<file path="src/rtl/match_countdown_timer_if.sv">
// match_countdown_timer_if
//   Groups the control inputs and display/status outputs of the match clock.
//   master : game controller / display side (drives start/stop/load)
//   slave  : the timer itself
//   start, stop, load          : control levels, sampled every clk edge
//   sec_ones/sec_tens/min_ones/min_tens : BCD digits of the remaining time
//   running, done              : state flags (RUN, DONE)
//   expired                    : one-cycle pulse when 00:00 is reached
interface match_countdown_timer_if;
  logic       start;
  logic       stop;
  logic       load;
  logic [3:0] sec_ones;
  logic [2:0] sec_tens;
  logic [3:0] min_ones;
  logic [3:0] min_tens;
  logic       running;
  logic       done;
  logic       expired;

  modport master (
    output start, stop, load,
    input  sec_ones, sec_tens, min_ones, min_tens, running, done, expired
  );

  modport slave (
    input  start, stop, load,
    output sec_ones, sec_tens, min_ones, min_tens, running, done, expired
  );
endinterface

</file>
<file path="src/rtl/match_countdown_timer.sv">
// match_countdown_timer
//   Down-counting mm:ss match clock. A prescaler divides clk by TICK_DIV;
//   each wrap decrements a borrow-chained set of BCD digits until 00:00.
//   Ports:
//     clk   : system clock, rising edge
//     reset : synchronous, active-low
//     bus   : match_countdown_timer_if.slave (controls, digits, status)
//   Parameters: TICK_DIV (>=2), START_MIN (0..99), START_SEC (0..59)
module match_countdown_timer #(
  parameter int TICK_DIV  = 100_000_000,
  parameter int START_MIN = 2,
  parameter int START_SEC = 0
) (
  input  logic                    clk,
  input  logic                    reset,
  match_countdown_timer_if.slave  bus
);

  localparam int PW = (TICK_DIV > 1) ? $clog2(TICK_DIV) : 1;
  localparam logic [PW-1:0] TICK_MAX = PW'(TICK_DIV - 1);

  localparam logic [3:0] PRE_MT = 4'(START_MIN / 10);
  localparam logic [3:0] PRE_MO = 4'(START_MIN % 10);
  localparam logic [2:0] PRE_ST = 3'(START_SEC / 10);
  localparam logic [3:0] PRE_SO = 4'(START_SEC % 10);

  localparam logic [1:0] S_IDLE  = 2'd0;
  localparam logic [1:0] S_RUN   = 2'd1;
  localparam logic [1:0] S_PAUSE = 2'd2;
  localparam logic [1:0] S_DONE  = 2'd3;

  logic [1:0]    state_q,    state_d;
  logic [PW-1:0] presc_q,    presc_d;
  logic [3:0]    sec_ones_q, sec_ones_d;
  logic [2:0]    sec_tens_q, sec_tens_d;
  logic [3:0]    min_ones_q, min_ones_d;
  logic [3:0]    min_tens_q, min_tens_d;
  logic          running_q,  running_d;
  logic          done_q,     done_d;
  logic          expired_q,  expired_d;

  // Decremented time (borrow chain) and zero detection.
  logic [3:0] dec_so;
  logic [2:0] dec_st;
  logic [3:0] dec_mo;
  logic [3:0] dec_mt;
  logic       b_so, b_st, b_mo;
  logic       at_zero, dec_zero;

  always_comb begin
    b_so   = (sec_ones_q == 4'd0);
    dec_so = b_so ? 4'd9 : sec_ones_q - 4'd1;

    b_st   = b_so && (sec_tens_q == 3'd0);
    dec_st = sec_tens_q;
    if (b_so) dec_st = (sec_tens_q == 3'd0) ? 3'd5 : sec_tens_q - 3'd1;

    b_mo   = b_st && (min_ones_q == 4'd0);
    dec_mo = min_ones_q;
    if (b_st) dec_mo = (min_ones_q == 4'd0) ? 4'd9 : min_ones_q - 4'd1;

    // Never decremented at 00:00, so min_tens cannot underflow.
    dec_mt = b_mo ? min_tens_q - 4'd1 : min_tens_q;

    at_zero  = (sec_ones_q == 4'd0) && (sec_tens_q == 3'd0) &&
               (min_ones_q == 4'd0) && (min_tens_q == 4'd0);
    dec_zero = (dec_so == 4'd0) && (dec_st == 3'd0) &&
               (dec_mo == 4'd0) && (dec_mt == 4'd0);
  end

  // Next-state logic; priority load > stop > start > tick.
  always_comb begin
    state_d    = state_q;
    presc_d    = presc_q;
    sec_ones_d = sec_ones_q;
    sec_tens_d = sec_tens_q;
    min_ones_d = min_ones_q;
    min_tens_d = min_tens_q;
    expired_d  = 1'b0;

    if (bus.load) begin
      state_d    = S_IDLE;
      presc_d    = '0;
      sec_ones_d = PRE_SO;
      sec_tens_d = PRE_ST;
      min_ones_d = PRE_MO;
      min_tens_d = PRE_MT;
    end else begin
      case (state_q)
        S_IDLE: begin
          if (!bus.stop && bus.start) begin
            if (at_zero) begin
              state_d   = S_DONE;
              expired_d = 1'b1;
            end else begin
              state_d = S_RUN;
            end
          end
        end
        S_RUN: begin
          // Stop on a wrap edge leaves the prescaler at TICK_MAX, so the
          // first RUN cycle after resuming performs the held-off decrement.
          if (bus.stop) begin
            state_d = S_PAUSE;
          end else if (presc_q == TICK_MAX) begin
            presc_d    = '0;
            sec_ones_d = dec_so;
            sec_tens_d = dec_st;
            min_ones_d = dec_mo;
            min_tens_d = dec_mt;
            if (dec_zero) begin
              state_d   = S_DONE;
              expired_d = 1'b1;
            end
          end else begin
            presc_d = presc_q + PW'(1);
          end
        end
        S_PAUSE: begin
          if (!bus.stop && bus.start) state_d = S_RUN;
        end
        S_DONE: begin
          state_d = S_DONE;
        end
        default: begin
          state_d = S_IDLE;
        end
      endcase
    end

    running_d = (state_d == S_RUN);
    done_d    = (state_d == S_DONE);
  end

  always_ff @(posedge clk) begin
    if (!reset) begin
      state_q    <= S_IDLE;
      presc_q    <= '0;
      sec_ones_q <= PRE_SO;
      sec_tens_q <= PRE_ST;
      min_ones_q <= PRE_MO;
      min_tens_q <= PRE_MT;
      running_q  <= 1'b0;
      done_q     <= 1'b0;
      expired_q  <= 1'b0;
    end else begin
      state_q    <= state_d;
      presc_q    <= presc_d;
      sec_ones_q <= sec_ones_d;
      sec_tens_q <= sec_tens_d;
      min_ones_q <= min_ones_d;
      min_tens_q <= min_tens_d;
      running_q  <= running_d;
      done_q     <= done_d;
      expired_q  <= expired_d;
    end
  end

  assign bus.sec_ones = sec_ones_q;
  assign bus.sec_tens = sec_tens_q;
  assign bus.min_ones = min_ones_q;
  assign bus.min_tens = min_tens_q;
  assign bus.running  = running_q;
  assign bus.done     = done_q;
  assign bus.expired  = expired_q;

endmodule
</file>
<file path="src/flat_wrapper.sv">
// flat-port wrapper written by rule: the top's interface ports become plain ports
module match_countdown_timer_flat 
#(
  parameter int TICK_DIV  = 100_000_000,
  parameter int START_MIN = 2,
  parameter int START_SEC = 0
)
  (clk, reset, bus_start, bus_stop, bus_load, bus_sec_ones, bus_sec_tens, bus_min_ones, bus_min_tens, bus_running, bus_done, bus_expired);
  match_countdown_timer_if bus_i ();
  input  logic clk;
  input  logic reset;
  input wire logic [$bits(bus_i.start)-1:0] bus_start;
  input wire logic [$bits(bus_i.stop)-1:0] bus_stop;
  input wire logic [$bits(bus_i.load)-1:0] bus_load;
  output wire logic [$bits(bus_i.sec_ones)-1:0] bus_sec_ones;
  output wire logic [$bits(bus_i.sec_tens)-1:0] bus_sec_tens;
  output wire logic [$bits(bus_i.min_ones)-1:0] bus_min_ones;
  output wire logic [$bits(bus_i.min_tens)-1:0] bus_min_tens;
  output wire logic [$bits(bus_i.running)-1:0] bus_running;
  output wire logic [$bits(bus_i.done)-1:0] bus_done;
  output wire logic [$bits(bus_i.expired)-1:0] bus_expired;
  assign bus_i.start = bus_start;
  assign bus_i.stop = bus_stop;
  assign bus_i.load = bus_load;
  assign bus_sec_ones = bus_i.sec_ones;
  assign bus_sec_tens = bus_i.sec_tens;
  assign bus_min_ones = bus_i.min_ones;
  assign bus_min_tens = bus_i.min_tens;
  assign bus_running = bus_i.running;
  assign bus_done = bus_i.done;
  assign bus_expired = bus_i.expired;
  match_countdown_timer #(.TICK_DIV(TICK_DIV), .START_MIN(START_MIN), .START_SEC(START_SEC)) u_core (.clk(clk), .reset(reset), .bus(bus_i));
endmodule
</file>
<file path="config.mk">
export PLATFORM = sky130hd
export DESIGN_NAME = match_countdown_timer_flat
export DESIGN_NICKNAME = d
export VERILOG_FILES = /design/src/rtl/match_countdown_timer_if.sv /design/src/rtl/match_countdown_timer.sv /design/src/flat_wrapper.sv
export SDC_FILE = /design/constraint.sdc
export NUM_CORES = 1
export LEC_CHECK = 0
export CAP_MARGIN = 30
export CORE_AREA = 3 3 80 82
export CTS_BUF_LIST = sky130_fd_sc_hd__clkbuf_4 sky130_fd_sc_hd__clkbuf_8 sky130_fd_sc_hd__clkbuf_16
export DETAILED_ROUTE_END_ITERATION = 10
export DIE_AREA = 0 0 83 85
export DONT_BUFFER_PORTS = 1
export SLEW_MARGIN = 20
export SYNTH_ARGS = -nofsm -noshare
export SYNTH_HDL_FRONTEND = slang
export SYNTH_SLANG_ARGS = --single-unit
</file>
<file path="constraint.sdc">
create_clock -name clk -period 3.7 [get_ports clk]
set_input_delay 0.185 -clock clk [delete_from_list [all_inputs] [get_ports clk]]
set_output_delay 0.185 -clock clk [all_outputs]
set_load 0.02 [all_outputs]
</file>
==> flow_metrics.py, run 1 <==
metrics = {
    "outcome": {
        "status": "finished, final reports clean",
    },
    "setup_path": {
        "r2r_end": "u_core.presc_q[20]$_SDFFE_PP0P_",
        "end_kind": "flop",
        "path_max_fanout": 26,
        "timing.rr.start": "u_core.presc_q[3]$_SDFFE_PP0P_",
        "r2r_setup_slack_ns": 1.17,
        "cp.arrival_ns": 2.69,
        "worstSetupStartpointType": "flop",
        "worstSetupPathType": "flop to flop",
        "crit_required_ns": 3.85,
        "worst_r2r_path_depth": 5,
    },
    "sta": {
        "fmax_ghz": 0.395,
        "clock_skew_ns": 0.0170,
        "fin_setup_tns_ns": 0,
        "fin_crit_ns": 2.53,
        "finalSetupViolations": 0,
        "rsz0062_at_grt": "no",
        "worst_pin_slew_ns": 0.875,
        "relSlewSlack": 0.416,
        "finalMaxSlewViolations": 0,
        "fin_crit_sh": 0.685,
        "hold_viol": 0,
    },
    "cells_and_area": {
        "diodes": 0,
        "final_net_count": 271,
        "finish.utilization": 0.414,
        "syn_to_final_growth_pct": 6.60,
        "final_cell_mix": "48 x nor2_1, 47 x dfxtp_1, 24 x xor2_1",
        "final_common_cell": "nor2_1",
        "drive_gt1_frac": 0.0644,
    },
    "die": {
        "core_um2": 5820,
        "die_area_um2": 7060,
        "ioPinCount": 23,
        "rows": 28,
        "die_h_um": 85,
        "start_util": 0.388,
        "dieWidth_um": 83,
    },
    "hold_path": {
        "hold_path_end": "u_core.state_q[0]$_SDFF_PN0_",
        "min-delay-start": "bus_stop",
        "hold_class": "primary input to flop",
        "worstHoldPathCells": 2,
    },
    "cts": {
        "cts_buffer_depth": 2,
        "hold_buffers": 0,
        "clock_latency_ns": 0.31,
        "cts_resized": 0,
        "cts_tree": "done",
        "cts.sinks": 47,
        "cts_buffers": 5,
        "postCtsSetupRepairBufs": 0,
        "path_clk_slew_ns": 0.08,
        "htree_levels": 2,
        "clock-root-buffer": "clkbuf_8",
    },
    "route": {
        "antenna_left": 0,
        "drcViolationCount": 0,
        "detail_route.wl_per_cell_um": 13.4,
        "finalWirelength_mm": 4.53,
        "via_per_inst": 5.21,
        "vias": 1767,
        "first_pass_iters": 4,
        "drt-initial-drc-count": 95,
    },
    "global_route": {
        "grt_usage": 0.131,
        "grt_pass1_vias": 1634,
        "grt_max_degree": 27,
        "busiest_layer": "met2",
        "overflow": 0,
        "use_met2": 0.201,
        "met3_usage": 0.0359,
        "met1_usage": 0.173,
        "grt_pass1_wl_mm": 7.61,
        "antenna_found_initial": 0,
    },
    "placed_design": {
        "gp_congestion": 0.737,
        "dp_hpwl_mm": 3.21,
        "port_buffers": 0,
    },
    "logic_synthesis": {
        "yosysSeqAreaShare": 0.417,
        "async_flop_share": 0,
        "synth_edf_count": 0,
        "synth_nets": 271,
        "syn_area_um2": 2260,
        "ys.flop_type": "dfxtp_1",
        "yosys_warnings": 0,
        "netlist.area_leader.share": 0.417,
        "syn_inst": 263,
        "synth_seq_cells": 47,
        "postSynthAreaPerCell_um2": 8.58,
        "synth_cell_types": 43,
        "synth_area_leaders": "dfxtp_1 42%, xor2_1 9.3%, nor2_1 8.0%, nand4_1 3.9%, nand2_1 3.2%",
        "yosys.area.top_type": "dfxtp_1",
    },
    "power": {
        "p_leak_uw": 0.000774,
        "p_per_area_nw_per_um2": 350,
        "irDropWorstVdd_mv": 0.143,
    },
    "flow_run": {
        "drv_cap": 0,
    },
}
-- cell families after synthesis --
logic type / count (synthesis) / synth area share
buffers and inverters: 11 / 0.0233
AOI/OAI and AO/OA: 22 / 0.0594
and+or+nand+nor: 147 / 0.354
xor gates and xnor gates: 31 / 0.120
muxes: 2 / 0.00887
DFF: 47 / 0.417
adders and majority gates: 3 / 0.0166
-- final cells by class --
| type | count | area [um2] |
|---|---|---|
| Tap cell | 75 | 93.8 |
| Fill cell | 591 | 3410 |
| Clock inverter | 1 | 5.00 |
| Multi-Input combinational cell | 205 | 1260 |
| Sequential cell | 47 | 941 |
| Timing Repair Buffer | 1 | 7.51 |
| Inverter | 3 | 11.3 |
| Clock buffer | 7 | 83.8 |
-- power by group --
group	internal [uW]	total, uW	switching [uW]	leakage, uW
Sequential	506	508	1.39	0.000379
Combinational	3.84	15.1	11.2	0.000346
Clock	148	320	172	0.0000491
Total	658	842	185	0.000774
-- per-stage QoR --
| stage | std cells | cell area (um2) | hold WS, ns | power [uW] | worst slack [ns] |
|---|---|---|---|---|---|
| floorplan | 263 | 2260 | 0.393 | 532 | 1.58 |
| global placement | 331 | 2320 | 0.408 | 535 | 1.26 |
| detailed placement | 331 | 2320 | 0.409 | 535 | 1.16 |
| CTS | 339 | 2400 | 0.0911 | 849 | 1.16 |
| global route | 339 | 2400 | 0.125 | 872 | 0.900 |
| finish | 339 | 2400 | 0.0934 | 842 | 1.17 |
-- worst max path at each step --
stage                                          endpoint  slack (ns)  depth (start not counted)                                start
detailed placement      u_core.presc_q[16]$_SDFFE_PP0P_        1.16                          5       u_core.presc_q[3]$_SDFFE_PP0P_
floorplan           u_core.bus.min_tens[1]$_SDFFE_PP0P_        1.58                          7  u_core.bus.sec_ones[0]$_SDFFE_PP0P_
global route            u_core.presc_q[24]$_SDFFE_PP0P_        0.90                          5       u_core.presc_q[3]$_SDFFE_PP0P_
finish                  u_core.presc_q[20]$_SDFFE_PP0P_        1.17                          5       u_core.presc_q[3]$_SDFFE_PP0P_
CTS                     u_core.presc_q[20]$_SDFFE_PP0P_        1.16                          5       u_core.presc_q[3]$_SDFFE_PP0P_
global placement        u_core.presc_q[18]$_SDFFE_PP0P_        1.26                          5       u_core.presc_q[3]$_SDFFE_PP0P_
-- Yosys cell counts, drive strengths merged, types with 2 or more instances --
library cell and instances:
xnor2 7, xor2 24, nor4 7, nand4 15
o21ai 2, or3 2, a21oi 11, inv 3
and4 2, nand3 13, mux2i 2, nand4b 2
or4 4, nor2b 2, ha 3, nor2 48
nand3b 3, or4b 3, nand2 19, nand2b 6
and2 4, buf 4, dfxtp 47, and3 3
nor3b 2, a211oi 2, o41ai 2, nor3 10
clkbuf 4
-- worst max-delay path, cell delays in order, from the launching register on --
cell	delay (ns)
dfxtp_1	0.42
nand4_1	0.32
nor3_1	0.45
nand4_2	0.33
nand2_1	0.76
nor2_1	0.11
-- flip-flops by register name, indices dropped and copies added (netlist names) --
name / flops
u_core.bus.sec_ones: 4
u_core.bus.min_tens: 4
u_core.bus.done: 1
u_core.presc_q: 27
u_core.bus.min_ones: 4
u_core.state_q: 2
u_core.bus.expired: 1
u_core.bus.running: 1
u_core.bus.sec_tens: 3
-- routing by layer --
layer  vias to the layer above  wire [um]
met5                         -          0
met4                         0         82
met3                         8        175
met2                        27       1970
met1                       808       2300
li1                        924          -
No activity file was read; power rests on OpenSTA's default activity.
==> run 2: changes to the inputs <==
- clock period: 3.7 -> 2.4 ns (I/O delays scaled with it)
==> flow_metrics.py, run 2 (synthesis results as in run 1) <==
metrics = {
    "cells_and_area": {
        "final_common_cell": "nor2_1",
        "finish.utilization": 0.432,
        "syn_to_final_growth_pct": 11.4,
        "top_register": "u_core.presc_q",
        "largest_reg_flops": 27,
        "drive_gt1_frac": 0.105,
        "fillCellCount": 611,
        "final_net_count": 284,
        "diodes": 0,
        "final_cell_mix": "48 x nor2_1, 47 x dfxtp_1, 24 x xor2_1",
    },
    "cts": {
        "cts_buffers": 5,
        "cts.sinks": 47,
        "cts_tree": "done",
        "path_clk_slew_ns": 0.08,
        "hold_buffers": 0,
        "cts_buffer_depth": 2,
        "postCtsSetupRepairBufs": 0,
        "htree_levels": 2,
        "cts_resized": 0,
        "clock_latency_ns": 0.30,
        "clock-root-buffer": "clkbuf_8",
    },
    "setup_path": {
        "setup.worst_path.start": "u_core.presc_q[11]$_SDFFE_PP0P_",
        "crit_required_ns": 2.62,
        "critical-path-slowest-cell": "or4b_1",
        "cp.depth": 5,
        "path_cells": "or4_4 > nor3_4 > nand4_2 > or4b_1 > a21oi_1",
        "crit_buf_inv": 0,
        "path_max_fanout": 12,
        "cpPeakStageDelay_ns": 0.58,
        "worst_r2r_path_depth": 5,
        "worstSetupStartpointType": "flop",
        "cp.arrival_ns": 2.44,
        "worstSetupPathType": "flop to flop",
        "path_delay_family": "simple AND/OR/NAND/NOR gates",
        "end_kind": "flop",
        "timing.rr.start": "u_core.presc_q[11]$_SDFFE_PP0P_",
    },
    "route": {
        "first_pass_iters": 4,
        "via_per_inst": 5.21,
        "vias": 1827,
        "detail_route.wl_per_cell_um": 12.9,
        "finalWirelength_mm": 4.54,
        "antenna_left": 0,
        "drcViolationCount": 0,
        "drt-initial-drc-count": 59,
    },
    "die": {
        "die_h_um": 85,
        "dieWidth_um": 83,
        "die_area_um2": 7060,
        "rows": 28,
        "start_util": 0.388,
        "core_um2": 5820,
        "ioPinCount": 23,
    },
    "flow_run": {
        "drv_cap": 0,
    },
    "sta": {
        "finalSetupViolations": 0,
        "fmax_ghz": 0.450,
        "fin_crit_sh": 0.925,
        "rsz0062_at_grt": "no",
        "hold_viol": 0,
        "relSlewSlack": 0.548,
        "fin_crit_ns": 2.22,
        "worst_pin_slew_ns": 0.678,
        "clock_skew_ns": 0.00926,
        "fin_setup_tns_ns": 0,
        "finalMaxSlewViolations": 0,
    },
    "placed_design": {
        "port_buffers": 0,
        "gp_congestion": 0.822,
        "dp_hpwl_mm": 3.30,
    },
    "global_route": {
        "overflow": 0,
        "grt_max_degree": 27,
        "grt_pass1_vias": 1652,
        "grt_usage": 0.134,
        "grt_pass1_wl_mm": 7.71,
        "antenna_found_initial": 0,
    },
    "hold_path": {
        "min-delay-start": "bus_stop",
        "hold_class": "primary input to flop",
        "worstHoldPathCells": 2,
    },
    "outcome": {
        "status": "finished, final reports clean",
    },
    "power": {
        "p_leak_uw": 0.000845,
        "irDropWorstVdd_mv": 0.223,
        "p_per_area_nw_per_um2": 512,
    },
}
run 2: cell types whose count changed in the layout (fill, tap and decap cells not counted):
| cell | change |
|---|---|
| buf_4 | +12 |
| clkbuf_4 | -2 |
| clkbuf_8 | +1 |
| buf_12 | +1 |
run 2: path summary, 6_finish.rpt:
kind	to	slack, ns
worst max-delay path	u_core.bus.sec_ones[3]$_SDFFE_PP0P_	0.18
worst min-delay path	u_core.state_q[0]$_SDFF_PN0_	0.03
worst max register to register	u_core.bus.sec_ones[3]$_SDFFE_PP0P_	0.18
worst min register to register	u_core.presc_q[1]$_SDFFE_PP0P_	0.49
run 2: worst reg2reg max path, stage by stage (launching register included):
cell and delay [ns]:
dfxtp_1 0.35, or4_4 0.56, nor3_4 0.22, nand4_2 0.30, or4b_1 0.58, a21oi_1 0.14
run 2: final cells by class:
| cell class | instances | area, um2 | area share |
|---|---|---|---|
| repair buffers | 14 | 118 | 0.0468 |
| clock buffers | 6 | 82.6 | 0.0329 |
| multi-input cells | 205 | 1260 | 0.502 |
| clock inverters | 1 | 5.00 | 0.00199 |
| well taps | 75 | 93.8 | 0.0373 |
| inverters | 3 | 11.3 | 0.00448 |
| flip-flops and latches | 47 | 941 | 0.374 |
run 2: stage by stage:
step	hold slack, ns	cells	total power (uW)	worst slack [ns]	cell area (um2)
detailed placement	0.348	344	829	0.205	2430
global placement	0.343	344	829	0.247	2430
finish	0.0323	351	1290	0.179	2510
floorplan	0.328	263	820	0.285	2260
CTS	0.0294	351	1310	0.183	2510
global route	0.0480	351	1330	0.0565	2510
run 2: where the power goes:
| group | total, uW | internal (uW) | switching (uW) |
|---|---|---|---|
| sequential | 782 | 780 | 2.01 |
| combinational | 27.5 | 9.60 | 17.9 |
| clock | 478 | 226 | 252 |
| total | 1290 | 1020 | 272 |
run 2: metal layers:
layer / wire, um / global-route usage
met1: 2240 / 0.171
met2: 2040 / 0.211
met3: 185 / 0.0388
met4: 76 / 0.0594
met5: 0 / 0
